File: src/rtl/uart_pkg.sv
// Shared definitions for the MMIO UART transmitter: register offsets, STATUS
// bit positions and the serializer state type.
package uart_pkg;

   localparam logic [1:0] REG_TXDATA  = 2'd0;
   localparam logic [1:0] REG_STATUS  = 2'd1;
   localparam logic [1:0] REG_DIVISOR = 2'd2;

   localparam int ST_FULL      = 0;
   localparam int ST_EMPTY     = 1;
   localparam int ST_BUSY      = 2;
   localparam int ST_OVERFLOW  = 3;
   localparam int ST_COUNT_LSB = 8;

   typedef enum logic [1:0] {
      IDLE,
      START,
      DATA,
      STOP
   } uart_state_e;

   // A divisor of zero would stall the baud counter, so it is promoted to one.
   function automatic logic [15:0] fixDivisor(input logic [15:0] value);
      return (value == 16'd0) ? 16'd1 : value;
   endfunction

endpackage

File: src/rtl/sync_fifo.sv
// Single-clock FIFO with first-word-fall-through head output; pushes while
// full and pops while empty are ignored.
module sync_fifo #(
   parameter int WIDTH = 8,
   parameter int DEPTH = 8
) (
   input  logic                     clk,
   input  logic                     rst,
   input  logic                     push,
   input  logic                     pop,
   input  logic [WIDTH-1:0]         din,
   output logic                     full,
   output logic                     empty,
   output logic [$clog2(DEPTH):0]   count,
   output logic [WIDTH-1:0]         head
);

   localparam int PTR_W = $clog2(DEPTH);
   localparam int CNT_W = PTR_W + 1;

   logic [WIDTH-1:0] r_mem [DEPTH];
   logic [PTR_W-1:0] r_wrPtr;
   logic [PTR_W-1:0] r_rdPtr;
   logic [CNT_W-1:0] r_count;
   logic             w_doPush;
   logic             w_doPop;

   assign w_doPush = push && !full;
   assign w_doPop  = pop && !empty;

   always_ff @(posedge clk or negedge rst) begin
      if (!rst) begin
         r_wrPtr <= '0;
         r_rdPtr <= '0;
         r_count <= '0;
      end else begin
         if (w_doPush) r_wrPtr <= r_wrPtr + PTR_W'(1);
         if (w_doPop)  r_rdPtr <= r_rdPtr + PTR_W'(1);
         case ({w_doPush, w_doPop})
            2'b10:   r_count <= r_count + CNT_W'(1);
            2'b01:   r_count <= r_count - CNT_W'(1);
            default: r_count <= r_count;
         endcase
      end
   end

   always_ff @(posedge clk) begin
      if (w_doPush) r_mem[r_wrPtr] <= din;
   end

   assign full  = (r_count == CNT_W'(DEPTH));
   assign empty = (r_count == '0);
   assign count = r_count;
   assign head  = r_mem[r_rdPtr];

endmodule

File: src/rtl/mmio_uart_tx.sv
// Memory-bus responder exposing a TX FIFO, status and baud divisor in a
// 16-byte window, and serializing queued bytes as 8N1 frames on tx.
module mmio_uart_tx
   import uart_pkg::*;
#(
   parameter logic [31:0] BASE        = 32'h1000_0000,
   parameter int          FIFO_DEPTH  = 8,
   parameter logic [15:0] DEFAULT_DIV = 16'd16
) (
   input  logic        clk,
   input  logic        rst,
   input  logic [29:0] address,
   input  logic [31:0] memory_in,
   input  logic [3:0]  write_enable,
   output logic [31:0] memory_out,
   output logic        read_capable,
   output logic        write_capable,
   output logic        tx
);

   localparam int CNT_W = $clog2(FIFO_DEPTH) + 1;

   logic             w_hit;
   logic [1:0]       w_offset;
   logic             w_txWrite;
   logic             w_push;
   logic             w_pop;
   logic             w_full;
   logic             w_empty;
   logic [CNT_W-1:0] w_count;
   logic [7:0]       w_head;
   logic             w_divWrite;
   logic [15:0]      w_divMerged;
   logic             w_clearOvf;
   logic [31:0]      w_status;
   logic             w_baudDone;
   logic             w_unusedBits;

   logic [15:0]      r_div;
   logic             r_overflow;
   uart_state_e      r_state;
   uart_state_e      w_nextState;
   logic [15:0]      r_baud;
   logic [15:0]      w_nextBaud;
   logic [2:0]       r_bitIdx;
   logic [2:0]       w_nextBitIdx;
   logic [7:0]       r_shift;
   logic [7:0]       w_nextShift;

   assign w_hit        = (address[29:2] == BASE[31:4]);
   assign w_offset     = address[1:0];
   assign w_txWrite    = w_hit && (w_offset == REG_TXDATA) && write_enable[0];
   assign w_push       = w_txWrite && !w_full;
   assign w_divWrite   = w_hit && (w_offset == REG_DIVISOR) && (|write_enable[1:0]);
   assign w_clearOvf   = w_hit && (w_offset == REG_STATUS) && write_enable[0]
                         && memory_in[ST_OVERFLOW];
   assign w_unusedBits = ^{memory_in[31:16], write_enable[3:2]};

   assign read_capable  = rst;
   assign write_capable = !w_full;

   sync_fifo #(
      .WIDTH (8),
      .DEPTH (FIFO_DEPTH)
   ) u_fifo (
      .clk   (clk),
      .rst   (rst),
      .push  (w_push),
      .pop   (w_pop),
      .din   (memory_in[7:0]),
      .full  (w_full),
      .empty (w_empty),
      .count (w_count),
      .head  (w_head)
   );

   always_comb begin
      w_divMerged = r_div;
      if (write_enable[0]) w_divMerged[7:0]  = memory_in[7:0];
      if (write_enable[1]) w_divMerged[15:8] = memory_in[15:8];
   end

   // A write that finds the FIFO full is lost, even if a pop frees a slot at the same edge.
   always_ff @(posedge clk or negedge rst) begin
      if (!rst) begin
         r_div      <= DEFAULT_DIV;
         r_overflow <= 1'b0;
      end else begin
         if (w_divWrite)               r_div      <= fixDivisor(w_divMerged);
         if (w_txWrite && w_full)      r_overflow <= 1'b1;
         else if (w_clearOvf)          r_overflow <= 1'b0;
      end
   end

   always_comb begin
      w_status                         = '0;
      w_status[ST_FULL]                = w_full;
      w_status[ST_EMPTY]               = w_empty;
      w_status[ST_BUSY]                = (r_state != IDLE);
      w_status[ST_OVERFLOW]            = r_overflow;
      w_status[ST_COUNT_LSB +: CNT_W]  = w_count;
   end

   always_ff @(posedge clk or negedge rst) begin
      if (!rst) begin
         memory_out <= '0;
      end else if (!w_hit) begin
         memory_out <= '0;
      end else begin
         case (w_offset)
            REG_STATUS:  memory_out <= w_status;
            REG_DIVISOR: memory_out <= {16'd0, r_div};
            default:     memory_out <= '0;
         endcase
      end
   end

   always_ff @(posedge clk or negedge rst) begin
      if (!rst) begin
         r_state  <= IDLE;
         r_baud   <= '0;
         r_bitIdx <= '0;
         r_shift  <= '0;
      end else begin
         r_state  <= w_nextState;
         r_baud   <= w_nextBaud;
         r_bitIdx <= w_nextBitIdx;
         r_shift  <= w_nextShift;
      end
   end

   assign w_baudDone = (r_baud == 16'd0);

   // Every bit period reloads from the live divisor, so divisor writes land at the next bit.
   always_comb begin
      w_nextState  = r_state;
      w_nextBaud   = r_baud;
      w_nextBitIdx = r_bitIdx;
      w_nextShift  = r_shift;
      w_pop        = 1'b0;
      tx           = 1'b1;
      case (r_state)
         IDLE: begin
            if (!w_empty) begin
               w_pop       = 1'b1;
               w_nextShift = w_head;
               w_nextBaud  = r_div - 16'd1;
               w_nextState = START;
            end
         end
         START: begin
            tx = 1'b0;
            if (w_baudDone) begin
               w_nextState  = DATA;
               w_nextBitIdx = 3'd0;
               w_nextBaud   = r_div - 16'd1;
            end else begin
               w_nextBaud = r_baud - 16'd1;
            end
         end
         DATA: begin
            tx = r_shift[0];
            if (w_baudDone) begin
               w_nextBaud  = r_div - 16'd1;
               w_nextShift = r_shift >> 1;
               if (r_bitIdx == 3'd7) w_nextState  = STOP;
               else                  w_nextBitIdx = r_bitIdx + 3'd1;
            end else begin
               w_nextBaud = r_baud - 16'd1;
            end
         end
         STOP: begin
            tx = 1'b1;
            if (w_baudDone) begin
               if (!w_empty) begin
                  w_pop       = 1'b1;
                  w_nextShift = w_head;
                  w_nextBaud  = r_div - 16'd1;
                  w_nextState = START;
               end else begin
                  w_nextState = IDLE;
               end
            end else begin
               w_nextBaud = r_baud - 16'd1;
            end
         end
         default: w_nextState = IDLE;
      endcase
   end

endmodule

File: config.mk
export PLATFORM = sky130hd
export DESIGN_NAME = mmio_uart_tx
export DESIGN_NICKNAME = d
export VERILOG_FILES = /design/src/rtl/uart_pkg.sv /design/src/rtl/sync_fifo.sv /design/src/rtl/mmio_uart_tx.sv
export SDC_FILE = /design/constraint.sdc
export NUM_CORES = 1
export LEC_CHECK = 0
export ABC_CLOCK_PERIOD_IN_PS = 4100
export CORE_MARGIN = 4
export CORE_UTILIZATION = 30
export DETAILED_ROUTE_END_ITERATION = 10
export GPL_TIMING_DRIVEN = 0
export SLEW_MARGIN = 30
export SYNTH_ARGS = -nofsm -noshare
export SYNTH_HDL_FRONTEND = slang
export SYNTH_HIERARCHICAL = 1
export SYNTH_SLANG_ARGS = --single-unit
export TNS_END_PERCENT = 100
File: constraint.sdc
create_clock -name clk -period 4.1 [get_ports clk]
set_clock_uncertainty 0.1 [all_clocks]
set_input_delay 0.615 -clock clk [delete_from_list [all_inputs] [get_ports clk]]
set_output_delay 0.615 -clock clk [all_outputs]
set_load 0.05 [all_outputs]
Yosys cells after proc, flatten, opt, wreduce, memory -nomap -nowiden
Memory sizes are Yosys's and may differ from the RTL's.
Index checks and enable logic that the tools add are counted.

storage, ports and cells
  bits in registers = 88
  RAM bits = 64
  input port bits = 68
  output and inout bits = 35
  logic and storage cells = 95
  memories kept = 1

memory list
  memory        words  width  read ports  clocked after Yosys merged registers in  wr ports  line             text
  u_fifo.r_mem  8      8      1           0                                        1         sync_fifo.sv:21  logic [WIDTH-1:0] r_mem [DEPTH];

operators by class
  $add $sub $neg = 7
  equality and inequality tests = 16
  multiplexer cells = 33
  reductions and logical operators = 28

operators with widths
  operator                 count
  $mux W16                 5
  $pmux W16 S3             1
  $mux W8                  5
  $logic_not A16 Y1        2
  $pmux W16 S2             1
  $sub A16 B1 Y16 const B  2
  $eq A28 B25 Y1 const B   1
  $pmux W8 S3              1
  $ne A2 B2 Y1 const B     6
  $logic_and A1 B1 Y1      11
  $mux W2                  5
  $add A3 B1 Y3 const B    3
  $mux W3                  3
  $eq A2 B2 Y1 const B     4
  $pmux W2 S4              1
  $pmux W4 S2              1
  $reduce_bool A2 Y1       4
  $mux W1                  7
  $eq A2 B1 Y1 const B     3
  $pmux W3 S2              1
  $reduce_and A5 Y1        1
  $add A4 B1 Y4 const B    1
  $eq A4 B4 Y1 const B     1
  $logic_not A2 Y1         2
  other kinds (9)          12

Depth between registers and ports, before layout
Gate-level depths: netlist (run 1).

  word-level depth = 7
  gate-level depth with buffers = 14
  depth with buffers taken out = 13

Cells and area by module
The synthesis (run 1) kept the hierarchy.

by module, submodules not included
  module        instances  cells each  area each (um2)  sequential area each (um2)
  mmio_uart_tx  1          423         3822.4           1552.7
  sync_fifo     1          160         3134.3           2172.1

Worst setup path after synthesis (run 1)
OpenSTA, ideal clock, no wires.

  kind = register to register
  from = register r_baud[6]
  to = register u_fifo.r_count[3], in the netlist u_fifo/count[3]
  library setup time = 0.134 ns
  arrival = 3.604 ns
  required time = 3.866 ns
  setup slack = 0.262 ns
  cell stages (with the launch flop) = 14
  path buffers = 2
  clock period less this slack = 3.838 ns
  path through = dfrtp_1 -> or4_1 -> buf_2 -> nor4_4 -> a21oi_1 -> clkbuf_1 -> nor3_1 -> o41ai_2 -> inv_1 -> ha_1 -> ha_1 -> or4b_2 -> o311ai_0 -> o211ai_1

between the ends
  word-level cells in the longest chain between the ends = 6
  elaborated cells on any way between the ends = 8
  those cells by class = 2 x eq/ne; 3 x mux; 3 x reduce/logical

ends and longest elaborated chain
  element                                                   line                 text
  from (decl)                                               mmio_uart_tx.sv:43   logic [15:0] r_baud;
  from (signal assigned)                                    mmio_uart_tx.sv:126  r_baud <= w_nextBaud;
  $logic_not A16 Y1 (*)                                     mmio_uart_tx.sv:132  assign w_baudDone = (r_baud == 16'd0);
  $mux W1 (*)                                               mmio_uart_tx.sv:174  if (w_baudDone) begin
  $pmux W1 S2 (*)                                           mmio_uart_tx.sv:142  case (r_state)
  via w_pop                                                 mmio_uart_tx.sv:27   logic w_pop;
  $logic_and A1 B1 Y1 (*)                                   sync_fifo.sv:29      assign w_doPop = pop && !empty;
  via u_fifo.w_doPop                                        sync_fifo.sv:26      logic w_doPop;
  $eq A2 B1 Y1 / $eq A2 B2 Y1 (equally long branches)       sync_fifo.sv:39      case ({w_doPush, w_doPop})
  $pmux W4 S2 / $reduce_bool A2 Y1 (equally long branches)  --
  to (signal assigned)                                      sync_fifo.sv:40      2'b10: r_count <= r_count + CNT_W'(1);
  to (signal assigned)                                      sync_fifo.sv:41      2'b01: r_count <= r_count - CNT_W'(1);
  to (signal assigned)                                      sync_fifo.sv:42      default: r_count <= r_count;
  to (decl)                                                 sync_fifo.sv:24      logic [CNT_W-1:0] r_count;

The timed path passes the listed nets; every way through them passes the cells marked *.
A chain may end at the register's enable or synchronous reset.

Final worst setup path (run 1)
  from = register r_baud[0]
  to = register u_fifo.r_count[3], in the netlist u_fifo/count[3]

The elaborated chain is that of the path after synthesis.

==> out/results.txt, run 1 <==
Largest net degree at the start of global routing -> 56
Largest area contributor in the synthesized netlist -> edfxtp_1
Post-synth EDFFs -> 64
Worst-Skew Late Latency -> 0.43 ns
Synth Register Bits -> 136
Crit. End Element -> flip-flop
Hold Path Class -> flip-flop to flip-flop
ANT cells -> 0
RSZ-0062 raised after global routing -> no
TritonCTS clock tree -> built
Die Ht -> 160 µm
Largest stage delay on the critical path -> 0.67 ns
Fin Hold WS -> 0.426 ns
Crit Path Max Fanout -> 9
Total routed wirelength -> 16.2 mm
Starting Density -> 30.6%
Number of CTS-inserted buffers -> 17
CTS H-tree lvls -> 4
Total negative slack -> 0 ns
Max clock buf depth -> 2
Cell repeated most along the worst path -> ha_1
Reg2reg path depth -> 14
Register area share after synthesis -> 53.5%
Worst Setup EP -> u_fifo/count[3]
DRC viols -> 0
Core area -> 22700 µm²
Req. time, crit path -> 4.30 ns
DRT antenna net count -> 0
Gp weighted congestion -> 0.781
Critical Path, Cell by Cell -> inv_1, ha_1, or3b_2, nor4_4, a21oi_2, buf_4, nor3_4, o41ai_4, inv_2, ha_4, ha_1, or4b_2, o311ai_0, o211ai_1
Area contributors post-synth -> edfxtp_1, dfrtp_1, mux4_1, ha_1, nor2_1
Reg clk slew, reported paths -> 0.06 ns
DRT Pass-1 Iters -> 5
Mean Syn Cell Area -> 11.9 µm²
Stages on the worst setup path -> 14
Slowest cell on the critical path -> or4b_2
Vias in the first global route -> 4851
Fin. Hold Viols -> 0
Worst path buffer plus inverter count -> 3
First-pass GRT wire length -> 26.0 mm
Startpoint types -> flip-flop
Setup-failing EPs final -> 0
Via count -> 4937
Row count -> 55
Top-area cell type share of the netlist area -> 27.6%
Vias per cell -> 4.99
Top cells by count, synth -> dfrtp_1, edfxtp_1, nor2_1
Pwr/cell area -> 354 nW/µm²
Syn Inst Count -> 583
Tot GR Track Use -> 12.7%
Fin crit share -> 95.1%
Chip width -> 160 µm
Worst EP arrival -> 4.11 ns
Slew HR -> 46.7%
Worst VDD drop -> 300 µV
Yosys warns -> 6
Synth cell types -> 63
FFs w/ async S/R, synth -> 52.9%
Worst Hold Depth -> 1
Reg-to-Reg Start -> r_baud[0]
CP Launch Point -> r_baud[0]
Slew of the pin with the lowest slew margin -> 0.796 ns
Clk sinks -> 136
FF-to-FF End -> u_fifo/count[3]
HPWL Detailed -> 11.4 mm
Most common cell in the netlist -> dfrtp_1
Mapped Area -> 6960 µm²
Top cell family by delay on the critical path -> simple AND/OR/NAND/NOR gates
Status -> finished, final reports clean
Area Growth Syn to Fin -> 26.4%
Starting DRC count in detailed routing -> 352
Die ar. -> 25700 µm²
Ports -> 103
CP Class -> flip-flop to flip-flop
Port bufs -> 68
GRT Residual Overflow -> 0
Final #Nets -> 777
Max cap viols -> 0
Initial antenna violation count -> 0
WL per Instance -> 16.3 µm
Standby leakage power -> 3.41 nW
Main flop type after synthesis -> dfrtp_1
Layout cell share with drive strength beyond 1 -> 14.6%
Post-layout minimum cycle time -> 3.90 ns
Fmax -> 0.256 GHz
Max-slew violations -> 0
R2R Setup Slk -> 0.20 ns
Clock root buffer -> clkbuf_16
-- where the power goes --
group	internal, mW	switching [mW]
sequential	1.43	0.000000445
clock	0.909	0.632
combinational	0.0615	0.0793
total	2.40	0.711
-- per-layer routing --
layer | track usage (%) | part of all wire (%) | up-vias
met3 | 2.94 | 5.2 | 16
met5 | 0 | 0 | -
met4 | 4.54 | 1.2 | 0
met1 | 16.8 | 45 | 2418
met2 | 20.7 | 48 | 136
li1 | - | - | 2367
-- cells in the final DEF, fill, tap and decap left out, drive strengths merged, types with 21 or more instances in the layout --
cell,count
edfxtp,64
clkbuf,32
dfrtp,71
nor2,51
a21oi,21
o21ai,28
clkdlybuf4s50,67
buf,34
nand2,23
inv,34
-- state kept, by name (all words and copies together) (netlist names) --
register / count
r_bitIdx: 3
u_fifo/r_rdPtr: 3
u_fifo/r_mem: 64
r_state: 2
memory_out: 16
r_div: 16
u_fifo/count: 4
r_shift: 8
r_baud: 16
u_fifo/r_wrPtr: 3
r_overflow: 1
-- cells by family after synthesis --
logic type / Yosys count / share of synthesized area, %
flops: 136 / 53.5
mux: 47 / 10.8
fa+ha+maj: 18 / 3.35
buf+inv: 73 / 5.31
other cells: 1 / 0.0539
xor+xnor: 28 / 3.53
simple gates: 172 / 13.2
compound gates: 108 / 10.2
-- worst min path at each step --
stage	slack (ns)	start	endpoint
2_1_floorplan	0.22	rst	memory_out[0]
3_3_place_gp	0.39	r_overflow	r_overflow
3_5_place_dp	0.38	rst	r_baud[15]
4_1_cts	0.42	r_overflow	r_overflow
5_1_grt	0.45	r_shift[6]	r_shift[6]
6_report	0.43	u_fifo/r_wrPtr[0]	u_fifo/r_wrPtr[0]
-- worst reg2reg max path: cells and delay by family (launching register included) --
kind	cells	cell delay (ns)
flip-flops	1	0.43
AND/OR/NAND/NOR	4	1.67
buffers and inverters	3	0.41
adder cells (fa/ha/maj)	3	0.67
AO/OA/AOI/OAI	4	0.50
-- what timing repair did --
action / CTS / global route
pin swaps: 1 / 0
hold buffers: 1 / 0
setup endpoints to repair: 2 / 1
gates resized for setup: 8 / 5
endpoints found under the hold margin: 17 / 0
cloned: 0 / 0
setup buffers: 1 / 3
-- stage by stage --
stage | instance area, µm² | utilization (%) | instances | setup WS [ns] | power (mW)
after CTS | 8740 | 38.5 | 986 | 0.0537 | 3.14
after global placement | 8050 | 35.4 | 951 | -1.58 | 1.60
after floorplan | 7010 | - | 598 | 0.262 | 1.51
after global routing | 8790 | 38.7 | 989 | 0.00609 | 3.21
after detailed placement | 8100 | 35.6 | 952 | -0.507 | 1.60
final | 8790 | 38.7 | 989 | 0.199 | 3.11
-- cell type report --
type / count / area (µm²)
Fill cell: 2198 / 13900
Inverter: 30 / 113
Multi-Input combinational cell: 389 / 2990
Sequential cell: 136 / 3720
Buffer: 43 / 262
Clock inverter: 15 / 171
Timing Repair Buffer: 74 / 749
Clock buffer: 17 / 425
Tap cell: 285 / 357
Note: power is estimated with default switching activity, not from simulation.
==> run 2: changes to the inputs <==
Settings changed: CAP_MARGIN set to 20, REMOVE_ABC_BUFFERS set to 1.
==> out/results.txt, run 2 (synthesis gave the netlist of run 1 again) <==
Non-filler cells, final -> 948
Post-layout minimum cycle time -> 3.86 ns
Row count -> 55
Fin. Hold Viols -> 0
Number of CTS-inserted buffers -> 17
Clk sinks -> 136
FF-to-FF End -> u_fifo/count[3]
Max-slew violations -> 0
Final WS setup -> 0.242 ns
Post-DP Area -> 7860 µm²
Total routed wirelength -> 15.5 mm
GRT Residual Overflow -> 0
Starting Density -> 30.6%
Max cap viols -> 0
WL per Instance -> 16.4 µm
Worst Setup EP -> u_fifo/count[3]
Crit Path Max Fanout -> 12
Slew HR -> 39.4%
Gp weighted congestion -> 0.754
Vias per cell -> 5.03
CP Class -> flip-flop to flip-flop
Fmax -> 0.259 GHz
Post-route cell area -> 8510 µm²
Commonest non-fill, non-tap cell in the layout -> dfrtp_1
Max reg flops -> 64
CP Launch Point -> r_baud[0]
Chip width -> 160 µm
Max clock buf depth -> 2
Worst VDD drop -> 280 µV
Hold Path Class -> flip-flop to flip-flop
DRC viols -> 0
Fin Hold WS -> 0.414 ns
Initial antenna violation count -> 0
DRT antenna net count -> 0
Reg2reg path depth -> 13
Pwr/cell area -> 363 nW/µm²
Largest net degree at the start of global routing -> 46
Largest register by flop count -> u_fifo/r_mem
HPWL Detailed -> 10.9 mm
Setup-failing EPs final -> 0
Reg clk slew, reported paths -> 0.06 ns
Die ar. -> 25700 µm²
DRT Pass-1 Iters -> 5
Req. time, crit path -> 4.29 ns
Startpoint types -> flip-flop
Status -> finished, final reports clean
Reg-to-Reg Start -> r_baud[0]
First-pass GRT wire length -> 25.3 mm
PnR Total Power -> 3.09 mW
Clock root buffer -> clkbuf_16
Via count -> 4771
TritonCTS clock tree -> built
Port bufs -> 68
Commonest non-fill, non-tap cells in the layout -> dfrtp_1, clkdlybuf4s50_1, edfxtp_1
Worst slack, placed -> -0.842 ns
Total negative slack -> 0 ns
Area Growth Syn to Fin -> 22.4%
Core area -> 22700 µm²
Vias in the first global route -> 4669
Starting DRC count in detailed routing -> 351
ANT cells -> 0
Final #Nets -> 736
Final core occ -> 37.5%
Die Ht -> 160 µm
R2R Setup Slk -> 0.24 ns
CTS H-tree lvls -> 4
Placed cells -> 913
Standby leakage power -> 3.28 nW
Layout cell share with drive strength beyond 1 -> 11.3%
Fin crit share -> 94.1%
Crit. End Element -> flip-flop
Worst EP arrival -> 4.05 ns
Ports -> 103
Worst-Skew Late Latency -> 0.42 ns
Tot GR Track Use -> 12.3%
Slew of the pin with the lowest slew margin -> 0.906 ns
==> run 2: changes by cell type in the layout (fill, tap and decap cells not counted), sizes merged <==
cell and change:
buf -26, clkbuf -14, clkinvlp -4, inv +3
==> run 2: per-layer routing <==
layer / global-route usage, % / share of wire (%) / wire length (µm) / vias to the layer above
li1: - / - / - / 2290
met1: 15.9 / 44 / 6900 / 2354
met2: 20.6 / 50 / 7730 / 109
met3: 2.71 / 4.2 / 658 / 18
met4: 4.07 / 1.6 / 242 / 0
met5: 0 / 0 / 0 / -
==> run 2: worst min-delay path by stage <==
stage	cells after the start	to	slack [ns]	startpoint
after floorplan	0	memory_out[0]	0.22	rst
after global placement	2	r_overflow	0.39	r_overflow
after detailed placement	2	r_overflow	0.40	r_overflow
after CTS	2	r_overflow	0.41	r_overflow
after global routing	2	r_overflow	0.43	r_overflow
final	2	r_overflow	0.41	r_overflow
==> run 2: final cells by class <==
cell class                      instances  area (µm²)
Sequential cell                       136        3720
Clock buffer                           18         429
Fill cell                            2210       14200
Tap cell                              285         357
Inverter                               30         113
Timing Repair Buffer                   76         754
Clock inverter                         14         161
Multi-Input combinational cell        389        2980
==> run 2: power breakdown <==
part           total, mW  switching (mW)  internal, mW
registers           1.43     0.000000413          1.43
clock network       1.53           0.619         0.912
logic              0.127          0.0766        0.0507
total               3.09           0.696          2.39
==> run 2: what timing repair did <==
| action | in CTS | in global routing |
|---|---|---|
| gates resized for setup | 3 | 3 |
| hold buffers | 1 | 0 |
| hold endpoints to repair | 27 | 0 |
| pin swaps | 1 | 1 |
| buffers inserted | 1 | 1 |
| setup endpoints to repair | 3 | 1 |
==> run 2: worst max-delay path, stage by stage (launching register included) <==
cell and delay, ns:
dfrtp_1 0.42, inv_1 0.10, ha_1 0.17, or3b_2 0.47, nor4_4 0.33, a21oi_4 0.18, nor3_2 0.22, o41ai_2 0.16
inv_1 0.18, ha_4 0.20, ha_1 0.29, or4b_2 0.67, o311ai_0 0.12, o211ai_1 0.12
==> run 3: changes to the inputs <==
Settings changed: SLEW_MARGIN 30 to 10.
==> out/results.txt, run 3 (synthesis gave the netlist of run 1 again) <==
Clock root buffer -> clkbuf_16
Largest net degree at the start of global routing -> 46
Final WS setup -> 0.275 ns
WL per Instance -> 16.6 µm
Crit. End Element -> flip-flop
Core area -> 22700 µm²
Max cap viols -> 0
First-pass GRT wire length -> 25.6 mm
Final #Nets -> 733
Via count -> 4802
Row count -> 55
Commonest non-fill, non-tap cell in the layout -> dfrtp_1
Standby leakage power -> 3.25 nW
Die Ht -> 160 µm
DRC viols -> 0
Req. time, crit path -> 4.29 ns
Startpoint types -> flip-flop
Die ar. -> 25700 µm²
Max clock buf depth -> 2
Number of CTS-inserted buffers -> 17
Clk sinks -> 136
Reg clk slew, reported paths -> 0.06 ns
Crit Path Max Fanout -> 12
Placed cells -> 912
Starting DRC count in detailed routing -> 290
RSZ-0062 raised after global routing -> no
Vias in the first global route -> 4718
Cell repeated most along the worst path -> ha_1
Largest stage delay on the critical path -> 0.67 ns
Hold Path Class -> primary input to async pin
Starting Density -> 30.6%
Worst slack, placed -> -0.886 ns
Slowest cell on the critical path -> or4b_2
Worst EP arrival -> 4.02 ns
Setup-failing EPs final -> 0
Top cell family by delay on the critical path -> simple AND/OR/NAND/NOR gates
Fin. Hold Viols -> 0
TritonCTS clock tree -> built
CP Class -> flip-flop to flip-flop
Initial antenna violation count -> 0
Gp weighted congestion -> 0.754
Critical Path, Cell by Cell -> inv_1, ha_1, or3b_2, nor4_4, a21oi_4, nor3_4, o41ai_2, inv_2, ha_4, ha_1, or4b_2, o311ai_0, o211ai_1
CTS H-tree lvls -> 4
Max reg flops -> 64
Pwr/cell area -> 361 nW/µm²
Port bufs -> 68
Slew of the pin with the lowest slew margin -> 0.921 ns
HPWL Detailed -> 11.0 mm
Layout cell share with drive strength beyond 1 -> 11.2%
DRT Pass-1 Iters -> 4
Post-CTS Hold Buffers -> 0
Largest register by flop count -> u_fifo/r_mem
ANT cells -> 0
Fmax -> 0.261 GHz
Max-slew violations -> 0
Slew HR -> 38.6%
Post-layout minimum cycle time -> 3.82 ns
Area Growth Syn to Fin -> 22.1%
Chip width -> 160 µm
Ports -> 103
Fin Hold WS -> 0.0318 ns
Non-filler cells, final -> 945
Total routed wirelength -> 15.7 mm
Worst path buffer plus inverter count -> 2
PnR Total Power -> 3.07 mW
Worst VDD drop -> 273 µV
Vias per cell -> 5.08
GRT Residual Overflow -> 0
Tot GR Track Use -> 12.5%
DRT antenna net count -> 0
Fin crit share -> 93.3%
Commonest non-fill, non-tap cells in the layout -> dfrtp_1, clkdlybuf4s50_1, edfxtp_1
Status -> finished, final reports clean
Worst-Skew Late Latency -> 0.42 ns
==> run 3: cell types whose count changed in the layout (fill, tap and decap cells not counted), moves of 2 or more <==
cell        delta
buf_2          -4
buf_4          +3
clkinvlp_4     +2
inv_6          -2
==> run 3: area by class of cell <==
| cell class | instances | area [µm²] |
|---|---|---|
| Clock buffer | 19 | 443 |
| Clock inverter | 13 | 144 |
| Fill cell | 2189 | 14200 |
| Inverter | 30 | 113 |
| Multi-Input combinational cell | 389 | 2980 |
| Sequential cell | 136 | 3720 |
| Tap cell | 285 | 357 |
| Timing Repair Buffer | 73 | 736 |
==> run 3: power by group <==
group          internal, mW  switching, mW
Clock                 0.918          0.592
Combinational        0.0498         0.0764
Sequential             1.43    0.000000441
Total                  2.40          0.669
==> run 3: path summary, 6_finish.rpt <==
check                      cells after the start       start  slack [ns]               to
setup / recovery                              13   r_baud[0]        0.28  u_fifo/count[3]
hold / removal                                 1         rst        0.03   memory_out[15]
setup reg to reg                              13   r_baud[0]        0.28  u_fifo/count[3]
hold reg to reg                                2  r_overflow        0.42       r_overflow
max in group asynchronous                      2         rst        3.25         r_div[4]
min in group clk                               2  r_overflow        0.42       r_overflow
==> run 3: stage by stage <==
step           area, µm²  utilization [%]  setup TNS (ns)
2_1_floorplan       6760                -           -2.27
3_3_place_gp        7790             34.3          -74.74
3_5_place_dp        7860             34.6           -1.52
4_1_cts             8460             37.3               0
5_1_grt             8490             37.4               0
6_report            8490             37.4               0
==> run 3: timing repair <==
action | CTS | global route
gates resized for setup | 3 | 5
endpoints found under the setup margin | 3 | 1
setup buffers | 1 | 0
pin swaps | 1 | 2
==> run 3: per-layer routing <==
layer	track usage [%]	routed length, µm	vias to the layer above	part of all wire, %
met5	0	0	-	0
met2	20.9	7830	151	50
met4	4.42	260	0	1.7
li1	-	-	2289	-
met1	15.9	6670	2341	43
met3	2.76	924	21	5.9
